$ cat config.mk
export PLATFORM = sky130hd
export DESIGN_NAME = ready_set_go_responder
export DESIGN_NICKNAME = d
export VERILOG_FILES = /design/src/rtl/rsg_pkg.sv /design/src/rtl/rsg_stall_timer.sv /design/src/rtl/ready_set_go_responder.sv
export SDC_FILE = /design/constraint.sdc
export NUM_CORES = 1
export LEC_CHECK = 0
export BUFFER_PORTS_ARGS = -buffer_cell sky130_fd_sc_hd__buf_2
export CELL_PAD_IN_SITES_DETAIL_PLACEMENT = 0
export CELL_PAD_IN_SITES_GLOBAL_PLACEMENT = 1
export CORE_AREA = 2 2 58 66
export CTS_BUF_LIST = sky130_fd_sc_hd__clkbuf_2 sky130_fd_sc_hd__clkbuf_4 sky130_fd_sc_hd__clkbuf_8
export DETAILED_ROUTE_END_ITERATION = 10
export DIE_AREA = 0 0 60 68
export PLACE_DENSITY_LB_ADDON = 0.12
export SLEW_MARGIN = 20
export SYNTH_ARGS = -nofsm -noshare
export SYNTH_HDL_FRONTEND = slang
export SYNTH_SLANG_ARGS = --single-unit
$ cat constraint.sdc
create_clock -name clock -period 1.86 [get_ports clock]
set_input_delay 0.279 -clock clock [delete_from_list [all_inputs] [get_ports clock]]
set_output_delay 0.279 -clock clock [all_outputs]
set_load 0.02 [all_outputs]
$ cat src/rtl/rsg_pkg.sv
`default_nettype none
// ============================================================================
// rsg_pkg : phase/state encodings and decode helpers for the READY-SET-GO responder
// Rev 1.0
// ============================================================================
package rsg_pkg;

  typedef enum logic [2:0] {
    READY = 3'b001,
    SET   = 3'b010,
    GO    = 3'b100
  } phase_t;

  typedef logic [3:0] resp_state_t;

  localparam resp_state_t WAIT_READY = 4'b0001;
  localparam resp_state_t WAIT_SET   = 4'b0010;
  localparam resp_state_t WAIT_GO    = 4'b0100;
  localparam resp_state_t ERROR      = 4'b1000;

  function automatic logic [2:0] awaited_phase(input resp_state_t s);
    case (s)
      WAIT_READY: return READY;
      WAIT_SET:   return SET;
      WAIT_GO:    return GO;
      default:    return 3'b000;
    endcase
  endfunction

  // A repeat of the phase just accepted is tolerated up to the stall limit.
  function automatic logic [2:0] pred_phase(input resp_state_t s);
    case (s)
      WAIT_READY: return GO;
      WAIT_SET:   return READY;
      WAIT_GO:    return SET;
      default:    return 3'b000;
    endcase
  endfunction

  function automatic resp_state_t next_wait_state(input resp_state_t s);
    case (s)
      WAIT_READY: return WAIT_SET;
      WAIT_SET:   return WAIT_GO;
      WAIT_GO:    return WAIT_READY;
      default:    return ERROR;
    endcase
  endfunction

  function automatic logic is_onehot3(input logic [2:0] v);
    return (v != 3'b000) && ((v & (v - 3'b001)) == 3'b000);
  endfunction

endpackage : rsg_pkg
`default_nettype wire

$ cat src/rtl/rsg_stall_timer.sv
`default_nettype none
// ============================================================================
// rsg_stall_timer : counts consecutive predecessor-phase repeats
// Rev 1.0
// ============================================================================
module rsg_stall_timer #(
  parameter int TIMEOUT = 4
) (
  input  logic clock,
  input  logic resetN,
  input  logic inc,
  input  logic clr,
  input  logic enable,
  output logic timeout
);

  localparam int CNT_W = (TIMEOUT < 1) ? 1 : $clog2(TIMEOUT + 1);
  localparam logic [CNT_W-1:0] c_limit = CNT_W'(TIMEOUT);
  localparam logic [CNT_W-1:0] c_last  = CNT_W'(TIMEOUT - 1);

  logic [CNT_W-1:0] r_count;

  always_ff @(posedge clock or negedge resetN) begin
    if (!resetN) begin
      r_count <= '0;
    end else if (clr) begin
      r_count <= '0;
    end else if (enable && inc && (r_count != c_limit)) begin
      r_count <= r_count + 1'b1;
    end
  end

  // Flags the increment that brings the count to TIMEOUT, so the error lands one cycle after the sample.
  assign timeout = enable && inc && (r_count == c_last);

endmodule : rsg_stall_timer
`default_nettype wire

$ cat src/rtl/ready_set_go_responder.sv
`default_nettype none
// ============================================================================
// ready_set_go_responder : tracks READY->SET->GO laps, acks phases, flags errors
// Rev 1.0
// ============================================================================
module ready_set_go_responder
  import rsg_pkg::*;
#(
  parameter int LAP_W   = 8,
  parameter int TIMEOUT = 4
) (
  input  logic             clock,
  input  logic             resetN,
  input  logic             get_ready,
  input  logic             get_set,
  input  logic             get_going,
  input  logic             enable,
  input  logic             clear_err,
  output logic             ack,
  output logic [2:0]       expected_phase,
  output logic [LAP_W-1:0] lap_count,
  output logic             lap_wrap,
  output logic             phase_err,
  output logic             onehot_err,
  output logic             stall_err
);

  resp_state_t      r_state;
  logic             r_ack;
  logic [LAP_W-1:0] r_lap;
  logic             r_wrap;
  logic             r_phase_err;
  logic             r_onehot_err;
  logic             r_stall_err;

  resp_state_t w_state_next;
  logic [2:0]  w_phase;
  logic        w_onehot;
  logic        w_inc;
  logic        w_timeout;
  logic        w_tmr_clr;
  logic        w_ack;
  logic        w_lap_inc;
  logic        w_set_phase;
  logic        w_set_onehot;
  logic        w_set_stall;
  logic        w_clear;

  assign w_phase  = {get_going, get_set, get_ready};
  assign w_onehot = is_onehot3(w_phase);
  assign w_inc    = enable && w_onehot && (w_phase == pred_phase(r_state));

  rsg_stall_timer #(
    .TIMEOUT (TIMEOUT)
  ) u_stall_timer (
    .clock   (clock),
    .resetN  (resetN),
    .inc     (w_inc),
    .clr     (w_tmr_clr),
    .enable  (enable),
    .timeout (w_timeout)
  );

  always_comb begin
    w_state_next = r_state;
    w_ack        = 1'b0;
    w_lap_inc    = 1'b0;
    w_set_phase  = 1'b0;
    w_set_onehot = 1'b0;
    w_set_stall  = 1'b0;
    w_clear      = 1'b0;
    w_tmr_clr    = 1'b0;
    case (r_state)
      WAIT_READY, WAIT_SET, WAIT_GO: begin
        if (enable) begin
          if (!w_onehot) begin
            w_set_onehot = 1'b1;
            w_state_next = ERROR;
          end else if (w_phase == awaited_phase(r_state)) begin
            w_state_next = next_wait_state(r_state);
            w_ack        = 1'b1;
            w_tmr_clr    = 1'b1;
            w_lap_inc    = (r_state == WAIT_GO);
          end else if (w_phase == pred_phase(r_state)) begin
            if (w_timeout) begin
              w_set_stall  = 1'b1;
              w_state_next = ERROR;
            end
          end else begin
            w_set_phase  = 1'b1;
            w_state_next = ERROR;
          end
        end
      end
      ERROR: begin
        if (clear_err) begin
          w_state_next = WAIT_READY;
          w_clear      = 1'b1;
          w_tmr_clr    = 1'b1;
        end
      end
      default: w_state_next = ERROR;
    endcase
  end

  always_ff @(posedge clock or negedge resetN) begin
    if (!resetN) begin
      r_state      <= WAIT_READY;
      r_ack        <= 1'b0;
      r_lap        <= '0;
      r_wrap       <= 1'b0;
      r_phase_err  <= 1'b0;
      r_onehot_err <= 1'b0;
      r_stall_err  <= 1'b0;
    end else begin
      r_state <= w_state_next;
      r_ack   <= w_ack;
      r_wrap  <= w_lap_inc && (r_lap == {LAP_W{1'b1}});
      if (w_lap_inc) begin
        r_lap <= r_lap + 1'b1;
      end
      if (w_clear) begin
        r_phase_err  <= 1'b0;
        r_onehot_err <= 1'b0;
        r_stall_err  <= 1'b0;
      end else begin
        r_phase_err  <= r_phase_err  | w_set_phase;
        r_onehot_err <= r_onehot_err | w_set_onehot;
        r_stall_err  <= r_stall_err  | w_set_stall;
      end
    end
  end

  // The low three one-hot state bits double as the awaited phase; ERROR reads as 000.
  assign expected_phase = r_state[2:0];
  assign ack            = r_ack;
  assign lap_count      = r_lap;
  assign lap_wrap       = r_wrap;
  assign phase_err      = r_phase_err;
  assign onehot_err     = r_onehot_err;
  assign stall_err      = r_stall_err;

endmodule : ready_set_go_responder
`default_nettype wire

## Word-level counts from Yosys, hierarchy flattened

Index checks and enable logic that the tools add are counted.

| storage, ports and cells | value |
|---|---|
| flip-flop bits (word level) | 20 |
| input bits | 7 |
| output and inout port bits | 16 |
| word-level logic and storage cells | 87 |

| operators by class | value |
|---|---|
| add/subtract/negate cells | 3 |
| eq/ne operators | 13 |
| mux-type cells | 47 |
| bitwise gates (word level) | 4 |
| reductions and logical operators | 12 |

Operators by type and width:

| kind | number |
|---|---|
| $mux 1 | 27 |
| $mux 3 | 9 |
| $mux 4 | 6 |
| $pmux 3 s3 | 2 |
| $pmux 4 s3 | 1 |
| $eq 3x3->1 | 3 |
| $add 8x1->8 const B | 1 |
| $eq 8x8->1 const B | 1 |
| $pmux 4 s2 | 1 |
| $logic_and 1x1->1 | 7 |
| $ne 5x4->1 const B | 1 |
| $eq 4x1->1 const B | 1 |
| $eq 4x2->1 const B | 1 |
| $eq 4x3->1 const B | 1 |
| $eq 4x4->1 const B | 1 |
| $ne 2x2->1 const B | 2 |
| $add 3x1->3 const B | 1 |
| $and 3x3->3 | 1 |
| $eq 3x2->1 const B | 1 |
| $logic_not 3->1 | 1 |
| $ne 3x3->1 const B | 1 |
| $or 1x1->1 | 3 |
| $reduce_and 3->1 | 1 |
| $reduce_bool 3->1 | 1 |
| other kinds (4) | 4 |

## Depth between registers and ports, before layout

Gate-level depths: netlist (run 1).

| logic depth | value |
|---|---|
| depth in word-level cells | 20 |
| depth in mapped cells | 7 |
| gate-level depth less buffers | 7 |

## Cells and area by module

Synthesis (run 1) repeated with hierarchy kept, for this count alone.

| unflattened totals | value |
|---|---|
| cell total of the unflattened synthesis | 139 |
| area, all modules | 1,331.3 µm² |

Modules (own cells, without submodules):

| module | times used | cells each | area each (µm²) | sequential area each (µm²) |
|---|---|---|---|---|
| ready_set_go_responder | 1 | 118 | 1,126.1 | 426.7 |
| rsg_stall_timer | 1 | 21 | 205.2 | 75.1 |

## Worst setup path before layout (run 1)

OpenSTA, ideal clock, no wires.

| timing path | value |
|---|---|
| path type | register -> register |
| start | register r_state[1] |
| end | register r_state[2] |
| library setup time | 125 ps |
| arrival | 1,873 ps |
| data required time | 1,735 ps |
| path slack | -138 ps |
| cell stages (with the launch flop) | 7 |
| path buffers | 1 |
| period minus slack after synthesis | 1,998 ps |
| cells stage by stage | dfrtp_1 -> buf_6 -> nor4b_4 -> xor2_2 -> a21oi_2 -> a211oi_4 -> mux2_4 |

| between the ends | value |
|---|---|
| cells in the longest elaborated chain, start to end | 12 |
| elaborated cells between the ends (all ways) | 30 |
| those cells by class | 10 x eq/ne; 15 x mux; 5 x reduce/logical |

Ends and longest elaborated chain:

| element | line | RTL |
|---|---|---|
| start: declaration | ready_set_go_responder.sv:28 | `resp_state_t r_state;` |
| start signal: assignment | ready_set_go_responder.sv:116 | `r_state <= w_state_next;` |
| $eq 4x3->1, or another cell as far along | n/a |  |
| $pmux 3 s3 | rsg_pkg.sv:32 | `case (s)` |
| $mux 3 | ready_set_go_responder.sv:79 | `end else if (w_phase == awaited_phase(r_state)) begin` |
| $mux 3 | ready_set_go_responder.sv:76 | `if (!w_onehot) begin` |
| $mux 3 | ready_set_go_responder.sv:75 | `if (enable) begin` |
| $mux 3 | ready_set_go_responder.sv:73 | `case (r_state)` |
| $eq 3x3->1 | ready_set_go_responder.sv:84 | `end else if (w_phase == pred_phase(r_state)) begin` |
| $mux 4 | ready_set_go_responder.sv:84 |  |
| $mux 4 | ready_set_go_responder.sv:79 |  |
| $mux 4 | ready_set_go_responder.sv:76 |  |
| $mux 4 | ready_set_go_responder.sv:75 |  |
| $pmux 4 s2 | ready_set_go_responder.sv:73 |  |

Several ways; a longest one is shown, not always the timed one. The select of a mux whose other input is x is not followed.
A chain may end at the register's enable or synchronous reset.

## Worst setup path in the final report (run 1)

| timing path | value |
|---|---|
| start | register r_state[2] |
| end | register r_state[2] |

Same word-level chain as after synthesis.

==> impl_metrics.csv, run 1 <==
group,metric,value,unit
timing,post-route-min-period,2.02,ns
floorplanning,floorplan.rows,23,
cells_and_area,fin_area,1960,um2
detailed_routing,drt_pre_antenna_iters,4,
critical_path,reg2reg_from,"r_state[2]",
clock_tree,cts_tree,"yes",
placement,gp_congestion,0.908,
run_status,violations,"setup timing",
critical_path,cp-end-kind,"flop",
flow_run,cap_violations,0,
clock_tree,cts_htree_levels,1,
timing,relSlewSlack,62.2,%
cells_and_area,post-route-util,56.2,%
power_and_ir_drop,swShare,34.5,%
min_path,whs_endpoint,"phase_err",
power_and_ir_drop,internal_power,1.22,mW
critical_path,regToRegSetupSlack,-0.16,ns
synth,yosysSeqAreaShare,37.7,%
power_and_ir_drop,seq_power_share,29.7,%
power_and_ir_drop,power.total,1.86,mW
timing,fin_ws,-0.164,ns
critical_path,crit_required,2.00,ns
min_path,min_from,"clear_err",
detailed_routing,ant_nets,0,
critical_path,worstSetupPathType,"reg2reg",
grt,grt_pass1_wl,5660,um
timing,slew_violations,0,
floorplanning,die_y,68,um
grt,grt_antenna_before_repair,0,
detailed_routing,routed-via-count,1176,
synth,synth.most_common_cell,"dfrtp_1",
floorplanning,die_area,4080,um2
detailed_routing,via_per_inst,4.98,
floorplanning,core,3480,um2
synth,synth_area_per_cell,10.4,um2
critical_path,reg2reg_depth,7,
power_and_ir_drop,pwr-share-clk,23.2,%
cells_and_area,syn2layout_area_growth,47.2,%
floorplanning,start_util,38.2,%
power_and_ir_drop,ir_drop,588,uV
critical_path,timing.rr.end,"r_state[2]",
critical_path,path_max_fanout,5,
clock_tree,cts.sinks,20,
synth,synth_area_leaders,"dfrtp_1 (36%), xnor2_1 (4.6%), ha_1 (3.8%), nor2_1 (3.4%), mux2i_1 (3.0%)",
grt,grt_overflow_total,0,
clock_tree,clock_latency,0.25,ns
floorplanning,ioPinCount,23,
power_and_ir_drop,p_per_area,950,nW/um2
power_and_ir_drop,cellLeakagePower,0.943,nW
timing,setup_tns,-0.857,ns
timing,skew,0.000783,ns
placement,port-buffer-count,22,
clock_tree,cts.path.max_buffers,2,
run_status,outcome,"finished, violations left",
critical_path,start_kind,"flop",
synth,synth_top_area_cell,"dfrtp_1",
timing,tightest_slew,0.559,ns
synth,async_flop_share,100,%
critical_path,crit_arrival,2.17,ns
timing,max_freq,0.494,GHz
timing,hold_violations,0,
floorplanning,die_width,60,um
placement,dpl.hpwl,2420,um
synth,syn_area,1330,um2
placement,dp_slack,-0.181,ns
timing,rsz0062_at_grt,"true",
detailed_routing,drc,0,
clock_tree,cts_made_buffers,3,
synth,yosys_warnings,0,
detailed_routing,wl_per_cell,14.2,um
cells_and_area,fill_cells,307,
power_and_ir_drop,combPwrFrac,47.1,%
min_path,min_path_cells,3,
cells_and_area,drive_gt1_share,50.5,%
clock_tree,clkTransAtPathRegs,0.08,ns
synth,ys_ff_latch,20,
cells_and_area,antenna_cells,0,
synth,yosys-top-cells-count,"dfrtp_1 (19), nor2_1 (12), xnor2_1 (7), nand2_1 (6)",
grt,grt_pass1_vias,1253,
timing,setup_viol,11,
synth,synth_nets,139,
synth,synth_top_area_share,35.7,%
clock_tree,cts_root_buf,"clkbuf_8",
cells_and_area,nets,198,
timing,finalCritPeriodShare,109,%
grt,grtUsageTotal,18.3,%
min_path,hp-class,"in2reg",
detailed_routing,initialDrtViolationCount,50,
grt,grt_max_degree,21,
placement,post_dp_cell_area,1680,um2
synth,synth_edf_count,0,
power_and_ir_drop,power_switching,641,uW
synth,synth.distinct_cells,48,
detailed_routing,wl,3350,um
synth,ys.flop_type,"dfrtp_1",
synth,syn-instance-count,128,
==> worst max-delay path, cell delays in order (launching register included) <==
cell	delay (ns)
dfrtp_2	0.45
buf_4	0.15
buf_4	0.12
and4bb_1	0.21
o21ai_4	0.21
a21oi_2	0.11
a211oi_4	0.35
mux2_4	0.33
==> kinds of logic after synthesis <==
family	after synthesis	share of synthesized area (%)
muxes	7	6.11
and+or+nand+nor	48	22.7
AOI/OAI and AO/OA	22	14.3
DFF	20	37.7
buffers and inverters	15	6.96
adders and majority gates	4	3.76
xor gates and xnor gates	12	8.47
==> power by group through the flow <==
stage	clock network, mW	registers (mW)	logic [mW]
after floorplan	0	0.556	0.454
after global placement	0	0.547	0.740
after detailed placement	0	0.547	0.752
after CTS	0.445	0.539	0.809
after global routing	0.460	0.562	0.951
final	0.432	0.552	0.875
==> metal layers <==
layer  global-route usage, %  share of wire, %
met5                       0                 0
met4                    6.67               1.1
met3                    1.89               2.4
met2                    31.9                51
met1                    23.0                45
==> cells in the final DEF, fill, tap and decap left out, types with 2 or more instances in the layout <==
master,count
dfrtp_1,17
xnor2_1,6
mux2i_1,3
nand2_1,5
nand3b_1,2
nand2b_1,2
nand4_1,3
nor2_1,11
clkbuf_8,3
buf_6,4
nor3_4,2
nor3b_1,2
o21ai_0,4
ha_1,4
and3_1,5
inv_1,5
buf_4,36
mux2_4,2
nor4b_4,2
xor2_1,4
a21oi_2,3
a211oi_4,2
nor4b_1,2
buf_2,22
dfrtp_2,2
nand3_1,2
==> worst max path at each step <==
stage / start / endpoint / slack, ns / cells past startpoint
after floorplan: r_state[1] / r_state[2] / -0.14 / 6
after global placement: r_state[1] / r_state[2] / -0.11 / 6
after detailed placement: r_state[1] / u_stall_timer.r_count[2] / -0.18 / 5
after CTS: r_state[1] / r_state[2] / -0.15 / 6
after global routing: r_state[1] / r_state[2] / -0.22 / 6
final: r_state[2] / r_state[2] / -0.16 / 7
==> sequential cells by signal, summed over array words and instances (netlist names) <==
register / cells
lap_count: 8
r_state: 4
phase_err: 1
stall_err: 1
lap_wrap: 1
u_stall_timer.r_count: 3
ack: 1
onehot_err: 1
==> repair_timing <==
item | 4_1_cts | 5_1_grt
setup buffers | 6 | 2
hold buffers | 1 | 0
setup endpoints to repair | 10 | 19
pin swaps | 7 | 8
resized for setup | 10 | 15
endpoints found under the hold margin | 19 | 0
==> cell type report <==
type / instances / area, um2 / area share [%]
clock buffer: 3 / 41.3 / 2.11
tap: 50 / 62.6 / 3.19
inverter: 5 / 18.8 / 0.958
sequential: 20 / 504 / 25.8
timing repair buffer: 64 / 455 / 23.3
clock inverter: 1 / 30.0 / 1.53
multi-input combinational: 93 / 846 / 43.2
==> through the flow <==
step,std cells,hold WS [ns]
floorplan,128,-0.0166
global placement,223,0.248
detailed placement,223,0.256
CTS,234,0.319
global route,236,0.379
finish,236,0.320
No activity file was read; power rests on OpenSTA's default activity.
==> inputs of run 2 (changes only) <==
--- a/config.mk
+++ b/config.mk
@@ -5,13 +5,11 @@
 export SDC_FILE = /design/constraint.sdc
 export NUM_CORES = 1
 export LEC_CHECK = 0
-export BUFFER_PORTS_ARGS = -buffer_cell sky130_fd_sc_hd__buf_2
-export CELL_PAD_IN_SITES_DETAIL_PLACEMENT = 0
-export CELL_PAD_IN_SITES_GLOBAL_PLACEMENT = 1
-export CORE_AREA = 2 2 58 66
+export CORE_AREA = 2 2 49 55
 export CTS_BUF_LIST = sky130_fd_sc_hd__clkbuf_2 sky130_fd_sc_hd__clkbuf_4 sky130_fd_sc_hd__clkbuf_8
 export DETAILED_ROUTE_END_ITERATION = 10
-export DIE_AREA = 0 0 60 68
+export DIE_AREA = 0 0 51 57
+export DONT_BUFFER_PORTS = 1
 export PLACE_DENSITY_LB_ADDON = 0.12
 export SLEW_MARGIN = 20
 export SYNTH_ARGS = -nofsm -noshare
==> run 2 against run 1 <==
  * The flow still finishes with violations (setup timing)
  * Count of clock-buffer cells in the layout unchanged
  * Setup slack got worse by 0.0074 ns
  * Clock power shrank 17%
  * Sequential share of layout area increased by 2.7 points
  * Combinational power down 6.9%
  * Final cell count decreased by 18%
  * First-iteration DRC count fell by 32%
==> impl_metrics.csv, run 2 (same netlist as run 1, synthesis figures left out) <==
group,metric,value,unit
clock_tree,cts_root_buf,"clkbuf_4",
run_status,violations,"setup timing",
timing,whs,0.156,ns
timing,slew_violations,0,
floorplanning,floorplan.rows,19,
cells_and_area,multi_input_area,831,um2
placement,port-buffer-count,0,
timing,setup_tns,-1.56,ns
placement,dpl.hpwl,2200,um
detailed_routing,ant_nets,0,
grt,grt_pass1_wl,5260,um
critical_path,regToRegSetupSlack,-0.17,ns
power_and_ir_drop,ir_drop,901,uV
critical_path,crit_chain,"buf_4, buf_4, and4bb_1, o21ai_4, a21oi_2, a211oi_4, buf_4, mux2_4",
cells_and_area,seqCellArea,503,um2
critical_path,start_kind,"flop",
floorplanning,ioPinCount,23,
power_and_ir_drop,p_per_area,984,nW/um2
critical_path,endpoint,"r_state[0]",
grt,grt_overflow_total,0,
floorplanning,start_util,55.4,%
timing,hold_violations,0,
critical_path,cp_num_buf_inv,3,
cells_and_area,largest_reg_flops,8,
clock_tree,cts_tree,"yes",
cells_and_area,final_common_cell,"buf_4",
cells_and_area,fill_cells,173,
detailed_routing,via_per_inst,5.71,
timing,rsz0062_at_grt,"true",
detailed_routing,wl,3340,um
floorplanning,die_area,2910,um2
timing,fin_ws,-0.171,ns
detailed_routing,drt_pre_antenna_iters,4,
timing,setup_viol,14,
cells_and_area,nets,175,
clock_tree,cts_htree_levels,1,
critical_path,crit_required,2.12,ns
clock_tree,cts.path.max_buffers,2,
placement,gp_congestion,0.781,
critical_path,crit_slowest_cell,"dfrtp_1",
critical_path,worst-path-stages,8,
detailed_routing,wl_per_cell,17.2,um
critical_path,worstSetupPathType,"reg2reg",
timing,post-route-min-period,2.03,ns
clock_tree,clock_latency,0.31,ns
cells_and_area,post-route-util,73.7,%
clock_tree,cts_made_buffers,3,
critical_path,critPathLaunch,"r_state[2]",
grt,grt_max_degree,21,
cells_and_area,syn2layout_area_growth,33.0,%
critical_path,path_delay_family,"compound AO/OA/AOI/OAI gates",
critical_path,cp-end-kind,"flop",
critical_path,reg2reg_depth,8,
floorplanning,core,2400,um2
timing,tightest_slew,0.883,ns
clock_tree,clkTransAtPathRegs,0.12,ns
cells_and_area,antenna_cells,0,
grt,grt_antenna_before_repair,0,
critical_path,critical-path-max-stage-delay,0.44,ns
detailed_routing,drc,0,
detailed_routing,routed-via-count,1108,
power_and_ir_drop,cellLeakagePower,0.814,nW
cells_and_area,drive_gt1_share,42.3,%
critical_path,reg2reg_from,"r_state[2]",
timing,skew,0.0103,ns
placement,dp_slack,-0.180,ns
timing,finalCritPeriodShare,109,%
cells_and_area,final_cell_mix,"buf_4 (36), dfrtp_1 (18), nor2_1 (10)",
detailed_routing,initialDrtViolationCount,34,
critical_path,path_max_fanout,4,
grt,grtUsageTotal,24.2,%
timing,relSlewSlack,40.9,%
run_status,outcome,"finished, violations left",
flow_run,cap_violations,0,
floorplanning,die_y,57,um
critical_path,crit_path_frequent_cell,"buf_4",
min_path,hp-class,"in2reg",
critical_path,timing.rr.end,"r_state[0]",
critical_path,crit_arrival,2.29,ns
floorplanning,die_width,51,um
grt,grt_pass1_vias,1135,
clock_tree,cts.sinks,20,
timing,max_freq,0.492,GHz
==> run 2: worst register-to-register path: cells and delay by family (launching register included) <==
kind,cells,cell delay (ns)
and+or+nand+nor,1,0.22
muxes,1,0.29
DFF,1,0.44
AOI/OAI and AO/OA,3,0.57
buffers and inverters,3,0.47
==> run 2: repair_timing <==
item | in CTS | in global routing
buffers inserted | 12 | 4
pin swaps | 11 | 5
resized for setup | 15 | 7
endpoints found under the setup margin | 10 | 17
hold buffers | 1 | 0
endpoints found under the hold margin | 20 | 0
==> run 2: where the power goes <==
part | internal, mW | switching [mW] | total (mW)
clock | 0.218 | 0.141 | 0.359
combinational | 0.411 | 0.404 | 0.815
sequential | 0.493 | 0.0722 | 0.566
==> run 2: stage by stage <==
step | instances | power [mW] | cell area, um2
6_report | 194 | 1.74 | 1770
5_1_grt | 194 | 1.82 | 1770
4_1_cts | 190 | 1.70 | 1710
3_5_place_dp | 173 | 1.21 | 1480
3_3_place_gp | 173 | 1.19 | 1480
2_1_floorplan | 128 | 1.01 | 1330
==> run 2: worst min-delay path by stage <==
stage                 endpoint  cells after the start  slack, ns      start
floorplan                  ack                      0      -0.02     resetN
global placement    r_state[2]                      0      -0.02     resetN
detailed placement  r_state[2]                      0      -0.02     resetN
CTS                  phase_err                      2       0.16  clear_err
global route         phase_err                      2       0.16  clear_err
finish               phase_err                      2       0.16  clear_err
==> run 2: layout make-up <==
class | count | share of cell area (%)
clock inverters | 1 | 1.70
multi-input cells | 93 | 47.0
well taps | 31 | 2.19
repair buffers | 41 | 18.4
flip-flops and latches | 20 | 28.4
clock buffers | 3 | 1.27
inverters | 5 | 1.06
==> run 2: metal layers <==
metal | part of all wire, % | global-route usage, %
met5 | 0 | 0
met4 | 1.3 | 8.11
met3 | 3.4 | 3.93
met2 | 51 | 42.7
met1 | 44 | 29.7
==> inputs of run 3 (changes only) <==
--- a/config.mk
+++ b/config.mk
@@ -5,12 +5,11 @@
 export SDC_FILE = /design/constraint.sdc
 export NUM_CORES = 1
 export LEC_CHECK = 0
-export CORE_AREA = 2 2 49 55
-export CTS_BUF_LIST = sky130_fd_sc_hd__clkbuf_2 sky130_fd_sc_hd__clkbuf_4 sky130_fd_sc_hd__clkbuf_8
+export CORE_AREA = 2 2 50 57
 export DETAILED_ROUTE_END_ITERATION = 10
-export DIE_AREA = 0 0 51 57
+export DIE_AREA = 0 0 52 59
 export DONT_BUFFER_PORTS = 1
-export PLACE_DENSITY_LB_ADDON = 0.12
+export PLACE_DENSITY = 0.71
 export SLEW_MARGIN = 20
 export SYNTH_ARGS = -nofsm -noshare
 export SYNTH_HDL_FRONTEND = slang
==> run 3 against run 2 <==
  * Wire length increased by 27%
  * Register-to-register slack got worse by 0.03 ns
  * First-iteration DRC count decreased by 15%
  * Sequential share of layout area decreased by 2.4 points
  * Setup slack got worse by 0.026 ns
  * Final cell count increased by 3.1%
  * Critical path depth increased by 1
  * Largest power group unchanged
  * Sequential cell count unchanged
  * Global-route usage increased by 4.5 points
  * Critical endpoint is now phase_err
  * Core utilization increased by 5.2 points
  * The run still ends with setup timing left
  * Clock skew decreased by 0.0064 ns
==> impl_metrics.csv, run 3 (same netlist as run 1, synthesis figures left out) <==
group,metric,value,unit
clock_tree,cts_root_buf,"clkbuf_4",
power_and_ir_drop,internal_power,1.30,mW
floorplanning,die_area,3070,um2
floorplanning,core,2450,um2
cells_and_area,post_layout_nonfiller_instances,200,
timing,tightest_slew,0.933,ns
clock_tree,cts.sinks,20,
grt,grt_pass1_vias,1242,
timing,setup_viol,13,
placement,dp_cells,179,
timing,max_freq,0.486,GHz
timing,slew_violations,0,
floorplanning,die_width,52,um
power_and_ir_drop,power.total,2.03,mW
timing,skew,0.00394,ns
power_and_ir_drop,p_per_area,1050,nW/um2
clock_tree,clock_latency,0.31,ns
critical_path,crit_arrival,2.27,ns
critical_path,worstSetupPathType,"reg2reg",
grt,grt_overflow_total,0,
timing,relSlewSlack,37.6,%
floorplanning,start_util,54.3,%
critical_path,critPathLaunch,"r_state[1]",
timing,hold_violations,0,
critical_path,start_kind,"flop",
critical_path,crit_path_frequent_cell,"buf_6",
power_and_ir_drop,pwr-share-clk,18.0,%
placement,port-buffer-count,0,
clock_tree,clkTransAtPathRegs,0.12,ns
cells_and_area,largest_reg_flops,8,
grt,grtUsageTotal,28.7,%
grt,grt_pass1_wl,6330,um
timing,rsz0062_at_grt,"true",
detailed_routing,wl_per_cell,21.1,um
critical_path,cp_num_buf_inv,4,
critical_path,path_delay_family,"compound AO/OA/AOI/OAI gates",
power_and_ir_drop,cellLeakagePower,0.863,nW
cells_and_area,final_cell_mix,"buf_4 (30), dfrtp_1 (18), buf_6 (16)",
min_path,hp-class,"in2reg",
timing,fin_ws,-0.197,ns
cells_and_area,antenna_cells,0,
power_and_ir_drop,ir_drop,794,uV
detailed_routing,drc,0,
power_and_ir_drop,combPwrFrac,53.8,%
grt,grt_antenna_before_repair,0,
detailed_routing,routed-via-count,1261,
detailed_routing,ant_nets,0,
placement,dpl.hpwl,2220,um
cells_and_area,nets,181,
floorplanning,die_y,59,um
run_status,violations,"setup timing",
clock_tree,cts.path.max_buffers,2,
critical_path,crit_chain,"buf_6, xor2_4, a211o_4, a21oi_4, buf_4, buf_6, buf_6, nor2_1, a32o_1",
cells_and_area,syn2layout_area_growth,45.2,%
detailed_routing,wl,4220,um
critical_path,crit_required,2.07,ns
power_and_ir_drop,power_switching,731,uW
min_path,min_from,"clear_err",
flow_run,cap_violations,0,
detailed_routing,initialDrtViolationCount,29,
critical_path,crit_slowest_cell,"dfrtp_2",
cells_and_area,final_common_cell,"buf_4",
clock_tree,cts_tree,"yes",
clock_tree,cts_htree_levels,1,
detailed_routing,via_per_inst,6.31,
run_status,outcome,"finished, violations left",
placement,gp_congestion,0.818,
grt,grt_max_degree,21,
critical_path,cp-end-kind,"flop",
detailed_routing,drt_pre_antenna_iters,4,
power_and_ir_drop,seq_power_share,28.2,%
floorplanning,floorplan.rows,19,
clock_tree,cts_made_buffers,3,
power_and_ir_drop,swShare,36.1,%
timing,finalCritPeriodShare,111,%
timing,post-route-min-period,2.06,ns
critical_path,reg2reg_from,"r_state[1]",
floorplanning,ioPinCount,23,
critical_path,critical-path-max-stage-delay,0.47,ns
cells_and_area,drive_gt1_share,49.1,%
critical_path,path_max_fanout,4,
-- run 3: cell types whose count changed in the layout (fill, tap and decap cells not counted), sizes merged --
cell | before | now
buf | 40 | 46
-- run 3: power by group through the flow --
stage,combinational (mW),sequential (mW),clock (mW)
finish,1.09,0.571,0.365
detailed placement,0.704,0.577,0
global route,1.14,0.576,0.387
CTS,0.973,0.565,0.365
floorplan,0.454,0.556,0
global placement,0.682,0.573,0
-- run 3: metal layers --
metal	vias to the layer above	GRT usage (%)	part of all wire, %
li1	543	-	-
met3	22	5.30	7.3
met2	69	49.7	52
met1	627	34.0	35
met5	-	0	0
met4	0	13.2	5.2
-- run 3: metrics by stage --
step                      utilization (%)  setup TNS, ns  cell area [um2]  hold slack (ns)  worst slack (ns)
after CTS                            75.5         -0.982             1850            0.150            -0.152
after detailed placement             62.1         -0.894             1520          -0.0162            -0.141
final                                78.8          -1.70             1930            0.151            -0.197
after floorplan                         -         -0.234             1330          -0.0166            -0.138
after global placement               62.1         -0.628             1520          -0.0162            -0.128
after global routing                 78.8          -2.47             1930            0.147            -0.260
-- run 3: worst paths after layout --
| kind | slack (ns) | cells past startpoint | end |
|---|---|---|---|
| worst max register to register | -0.20 | 9 | phase_err |
| min in group asynchronous | 0.54 | 1 | lap_count[0] |
| worst min register to register | 0.62 | 2 | u_stall_timer.r_count[2] |
| worst max-delay path | -0.20 | 9 | phase_err |
| worst min-delay path | 0.15 | 2 | phase_err |
| max in group asynchronous | 0.69 | 1 | r_state[1] |
-- run 3: final cells by class --
| type | instances | area [um2] |
|---|---|---|
| multi-input cells | 93 | 902 |
| fillers | 134 | 518 |
| flip-flops and latches | 20 | 503 |
| repair buffers | 47 | 415 |
| well taps | 31 | 38.8 |
| clock inverters | 1 | 30.0 |
| clock buffers | 3 | 22.5 |
| inverters | 5 | 18.8 |
-- run 3: worst register-to-register path, cell delays in order, from the launching register on --
cell	delay [ns]
dfrtp_2	0.47
buf_6	0.15
xor2_4	0.19
a211o_4	0.37
a21oi_4	0.22
buf_4	0.15
buf_6	0.09
buf_6	0.09
nor2_1	0.03
a32o_1	0.21
-- run 3: repair_timing --
action,4_1_cts,5_1_grt
resized for setup,34,14
setup buffers,16,2
hold endpoints to repair,20,0
endpoints found under the setup margin,9,19
hold buffers,1,0
pin swaps,7,13
